<file path="config.mk">
export PLATFORM = sky130hd
export DESIGN_NAME = multiply_dequant
export DESIGN_NICKNAME = d
export VERILOG_FILES = /design/src/rtl/multiply_dequant_pkg.sv /design/src/rtl/multiply_dequant.sv
export SDC_FILE = /design/constraint.sdc
export NUM_CORES = 2
export LEC_CHECK = 0
export CAP_MARGIN = 10
export CORE_ASPECT_RATIO = 0.7
export CORE_MARGIN = 5
export CORE_UTILIZATION = 45
export DETAILED_ROUTE_END_ITERATION = 8
export DONT_BUFFER_PORTS = 1
export PLACE_DENSITY = 0.67
export SKIP_LAST_GASP = 1
export SYNTH_ARGS = -nofsm -noshare
export SYNTH_HDL_FRONTEND = slang
export SYNTH_SLANG_ARGS = --single-unit
</file>
<file path="constraint.sdc">
create_clock -name clock -period 10.6 [get_ports clock]
set_clock_uncertainty 0.2 [all_clocks]
set_input_delay 1.59 -clock clock [delete_from_list [all_inputs] [get_ports clock]]
set_output_delay 1.59 -clock clock [all_outputs]
set_load 0.03 [all_outputs]
</file>
<file path="src/rtl/multiply_dequant_pkg.sv">
// Shared fixed-point helpers for the radio datapath: default Q-format sizes
// and the product-to-result dequantize step.
package multiply_dequant_pkg;

  localparam int unsigned DQ_WIDTH    = 32;
  localparam int unsigned DQ_BITS     = 10;
  // Widest product the helper accepts; callers sign-extend into it.
  localparam int unsigned DQ_PROD_MAX = 128;

  typedef logic signed [DQ_PROD_MAX-1:0] dq_prod_t;

  // Divide by 2^bits rounding toward zero: negative values are biased by
  // 2^bits-1 so the arithmetic shift does not round them down.
  function automatic dq_prod_t dequantize(input dq_prod_t prod, input int unsigned bits);
    dq_prod_t bias;
    dq_prod_t biased;
    bias   = '1;
    bias   = ~(bias << bits);
    biased = prod[DQ_PROD_MAX-1] ? prod + bias : prod;
    return biased >>> bits;
  endfunction

endpackage

</file>
<file path="src/rtl/multiply_dequant.sv">
// Three-stage signed multiply + fixed-point dequantize between FWFT input
// FIFOs and an output FIFO; all stages advance on one shared enable.
module multiply_dequant
  import multiply_dequant_pkg::*;
#(
  parameter int unsigned WIDTH = DQ_WIDTH,
  parameter int unsigned BITS  = DQ_BITS
) (
  input  logic             clock,
  input  logic             reset,
  output logic             inA_rd_en,
  input  logic             inA_empty,
  input  logic [WIDTH-1:0] inA_dout,
  output logic             inB_rd_en,
  input  logic             inB_empty,
  input  logic [WIDTH-1:0] inB_dout,
  output logic             out_wr_en,
  input  logic             out_full,
  output logic [WIDTH-1:0] out_din
);

  localparam int unsigned PW = 2 * WIDTH;

  logic                    en;
  logic                    pop;
  logic                    s1_v, s2_v, s3_v;
  logic signed [WIDTH-1:0] s1_a, s1_b;
  logic signed [PW-1:0]    s2_p;
  logic signed [WIDTH-1:0] s3_d;

  // Bubbles in S3 never stall; only a real result facing a full FIFO does.
  assign en        = !(s3_v && out_full);
  assign pop       = !inA_empty && !inB_empty && en;
  assign inA_rd_en = pop;
  assign inB_rd_en = pop;
  assign out_wr_en = s3_v && !out_full;
  assign out_din   = s3_d;

  always_ff @(posedge clock or posedge reset) begin
    if (reset) begin
      s1_v <= 1'b0;
      s2_v <= 1'b0;
      s3_v <= 1'b0;
      s1_a <= '0;
      s1_b <= '0;
      s2_p <= '0;
      s3_d <= '0;
    end else if (en) begin
      s1_v <= pop;
      s1_a <= inA_dout;
      s1_b <= inB_dout;
      s2_v <= s1_v;
      s2_p <= PW'(s1_a) * PW'(s1_b);
      s3_v <= s2_v;
      s3_d <= WIDTH'(dequantize(DQ_PROD_MAX'(s2_p), BITS));
    end
  end

endmodule

</file>
* Yosys cells after proc, flatten, opt, wreduce, memory -nomap -nowiden
Cells that the tools add are included.
** Operators by class
- $add $sub $neg :: 1
- Multipliers :: 1
- Mux-type cells :: 1
- Reduce and logical (&&, ||, !) cells :: 8
** Operators by type and width (number)
- $mul A32 B32 Y64 :: 1
- $add A42 B11 Y42 const B :: 1
- $mux W42 :: 1
- $logic_and A1 B1 Y1 :: 4
- $logic_not A1 Y1 :: 4
** Word-level totals
- Logic and storage cells :: 18
- Input port bits :: 69
- Bits in registers :: 163

* Longest topological paths before layout
- Depth after elaboration :: 3
- Depth in mapped cells :: 28
- Gate-level depth less buffers :: 27

* Worst setup path before layout
No wires, ideal clock.
- Path kind :: flip-flop to flip-flop
- Start :: register s1_b[5]
- End :: register s2_p[35]
- Required time :: 10.263 ns
- Clock period less this slack :: 7.305 ns
- Cell stages (with the launch flop) :: 26
- Library setup time :: 0.137 ns
- Data arrival time :: 6.968 ns
- Slack :: 3.295 ns
- Path through :: dfrtp_1 clkbuf_1 nand2_1 fa_1 inv_1 fa_1 fa_1 inv_1 fa_1 inv_1 fa_1 inv_1 fa_1 fa_1 fa_1 inv_1 ha_1 a211oi_1 nor2_1 o41a_1 a311o_1 nor2_1 o21ai_0 a21boi_0 xor2_1 a21oi_1
** Between the ends
- Cells in the longest elaborated chain, start to end :: 1
** Ends and longest elaborated chain
- start: declaration :: line multiply_dequant.sv:27 : logic signed [WIDTH-1:0] s1_a, s1_b;
- start signal: assignment :: line multiply_dequant.sv:51 : s1_b <= inB_dout;
- $mul A32 B32 Y64 :: line multiply_dequant.sv:53 : s2_p <= PW'(s1_a) * PW'(s1_b);
- end signal: assignment :: line multiply_dequant.sv:53
- end: declaration :: line multiply_dequant.sv:28 : logic signed [PW-1:0] s2_p;
No other way between the ends.
A chain may end at the register's enable or synchronous reset.

* Worst setup path after layout
- Start :: register s1_b[5]
- End :: register s2_p[63]
Same word-level chain as after synthesis.

==> metrics.cfg <==
[global_routing]
grt-ovfl-total = 0
grt_pass1_wl_um = 181000
track_usage_pct = 24.3
antenna_found_initial = 2
grt_max_degree = 89
grt_pass1_vias = 30300

[placement]
portBuffers = 0
hpwlAfterDp_um = 90000
gp_congestion = 0.899

[timing]
timing.final.crit_share_pct = 80.8
finalMaxSlewViolations = 0
setup_tns_ns = 0
finalHoldViolCount = 0
setup_viol = 0
worst_pin_slew_ns = 1.23
relSlewSlack_pct = 18.1
fin_crit_ns = 8.56
rsz0062_at_grt = false
clock.fmax_ghz = 0.117

[critical_path]
crit_path_start_kind = flop
rrSetupSlack_ns = 2.04
critPathKind = reg2reg
cp-end-kind = flop
required_ns = 10.85
cp_data_arrival_time_ns = 8.81
crit_fanout = 13

[cells_and_area]
n_antenna_cell = 0
fill_cells = 8470
syn_to_final_growth_pct = 4.39
finalNetCount = 5595
drive_gt1_share_pct = 2.81
multi_input_area_um2 = 32600
ff_latch_area_um2 = 3550

[clock_network]
post-cts-setup-buffer-count = 0
insertion_delay_ns = 0.51
cts_sinks = 142
clockRootBuffer = clkbuf_16
cts_resized = 0
cts.hold.buffers_added = 0
path_clk_slew_ns = 0.07
cts_buffers = 17
cts_tree = yes
clock_path_buffers = 2
cts_htree_levels = 4

[yosys]
synth-seq-cells = 142
ys_types = 55
synth.cell_area_um2 = 41000
synthCells = 4397
ys_seq_area_share_pct = 8.67
syn_nets = 5732
netlist.area_leader.share_pct = 52.9
yosys-top-cells-area = fa_1 (53%), inv_1 (9.5%), dfrtp_1 (8.7%), nand2_1 (7.9%), and2_1 (6.6%)
postSynthAreaPerCell_um2 = 9.32
yosysMostFrequentCell = fa_1
synth_area_leader_cell = fa_1
synth.top_cells.by_count = fa_1 (1,082), inv_1 (1,042), nand2_1 (857), and2_1 (434), clkbuf_1 (221)
synthFlopType = dfrtp_1
yosysWarnings = 0
synth_edf_count = 0
async_flop_share_pct = 100

[floorplan]
num_io_pins = 104
die_h_um = 262
fp-row-count = 92
coreArea_um2 = 90100
die_w_um = 371
die_area_um2 = 97300
start_util_pct = 45.5

[routing]
wl_met3_um = 15100
dr_wl_met2_um = 42500
vias_per_cell = 5.09
drt_first_iter_violations = 2258
drt-pass1-iter-count = 5
routed.top_layer = met4
finalWirelength_um = 111000
wl_met1_um = 51800
drc = 0
dr_total_vias = 28000
drtAntennaViolNets = 0
wl_per_cell_um = 20.2

[hold_path]
min_path_type = reg2reg

[run_status]
run_status = finished clean

[flow_run]
drv_cap = 0

layout make-up:
type | count | area share [%]
clock buffers | 18 | 1.00
clock inverters | 14 | 0.328
inverters | 1042 | 9.16
multi-input cells | 2983 | 76.3
flip-flops and latches | 142 | 8.31
well taps | 1222 | 3.58
repair buffers | 74 | 1.30
routing by layer:
layer / track usage (%) / up-vias
met1: 38.1 / 14400
met5: 0 / -
li1: - / 12300
met3: 10.0 / 70
met4: 4.02 / 0
met2: 31.6 / 1244
worst max-delay path, cell delays in order (launching register included):
cell and delay, ns:
dfrtp_1 0.95, nand2_1 0.29, inv_1 0.16, fa_1 0.43, inv_1 0.22, fa_1 0.49
inv_1 0.20, fa_1 0.49, fa_1 0.91, inv_1 0.46, fa_1 0.60, inv_1 0.05
fa_1 0.54, fa_1 0.43, fa_1 0.47, ha_1 0.30, a21o_1 0.16, a21o_1 0.16
a21oi_1 0.23, o211ai_1 0.13, a21oi_1 0.16, o211ai_1 0.13, nor3_1 0.16, mux2i_1 0.10
nand2_1 0.06
layout by cell type, fill, tap and decap left out, drive strengths merged, types with 44 or more instances in the layout:
| cell type | count |
|---|---|
| inv | 1050 |
| o21ai | 70 |
| xnor2 | 44 |
| and2 | 434 |
| a21oi | 48 |
| ha | 184 |
| nand2 | 857 |
| dfrtp | 142 |
| nor2 | 60 |
| fa | 1082 |
| buf | 74 |
final timing paths:
| kind | end | cells past startpoint | startpoint |
|---|---|---|---|
| max | s2_p[63]$_DFFE_PP0N_ | 24 | s1_b[5]$_DFFE_PP0N_ |
| min | s2_v$_DFFE_PP0N_ | 2 | s2_v$_DFFE_PP0N_ |
| max reg2reg | s2_p[63]$_DFFE_PP0N_ | 24 | s1_b[5]$_DFFE_PP0N_ |
| min reg2reg | s2_v$_DFFE_PP0N_ | 2 | s2_v$_DFFE_PP0N_ |
| max in group asynchronous | s2_p[30]$_DFFE_PP0N_ | 2 | reset |
| min in group asynchronous | out_din[11]$_DFFE_PP0N_ | 1 | reset |
state kept, by name (all words and copies together) (netlist names):
register,cells
s1_a,32
out_din,32
s3_v,1
s1_b,32
s2_p,43
s1_v,1
s2_v,1
metrics by stage:
step | hold WS, ns | utilization (%) | setup WS (ns) | cell area [um^2] | cells
4_1_cts | 0.275 | 47.4 | 2.03 | 42800 | 5495
3_5_place_dp | 0.253 | 46.8 | 2.05 | 42200 | 5463
5_1_grt | 0.288 | 47.4 | 1.46 | 42800 | 5495
3_3_place_gp | 0.253 | 46.8 | 2.16 | 42200 | 5463
2_1_floorplan | 0.230 | - | 3.30 | 41000 | 4397
6_report | 0.269 | 47.4 | 2.04 | 42800 | 5495
cell families after synthesis:
| logic type | count (synthesis) | share of synthesized area (%) |
|---|---|---|
| AND/OR/NAND/NOR | 1440 | 16.4 |
| AO/OA/AOI/OAI | 197 | 3.00 |
| XOR/XNOR | 78 | 1.67 |
| adder cells (fa/ha/maj) | 1266 | 58.5 |
| buffers and inverters | 1272 | 11.7 |
| multiplexers | 2 | 0.0519 |
| flip-flops | 142 | 8.67 |
Power is not shown: default switching activity piles up to over one toggle a cycle in this logic, so the estimate is an artifact.
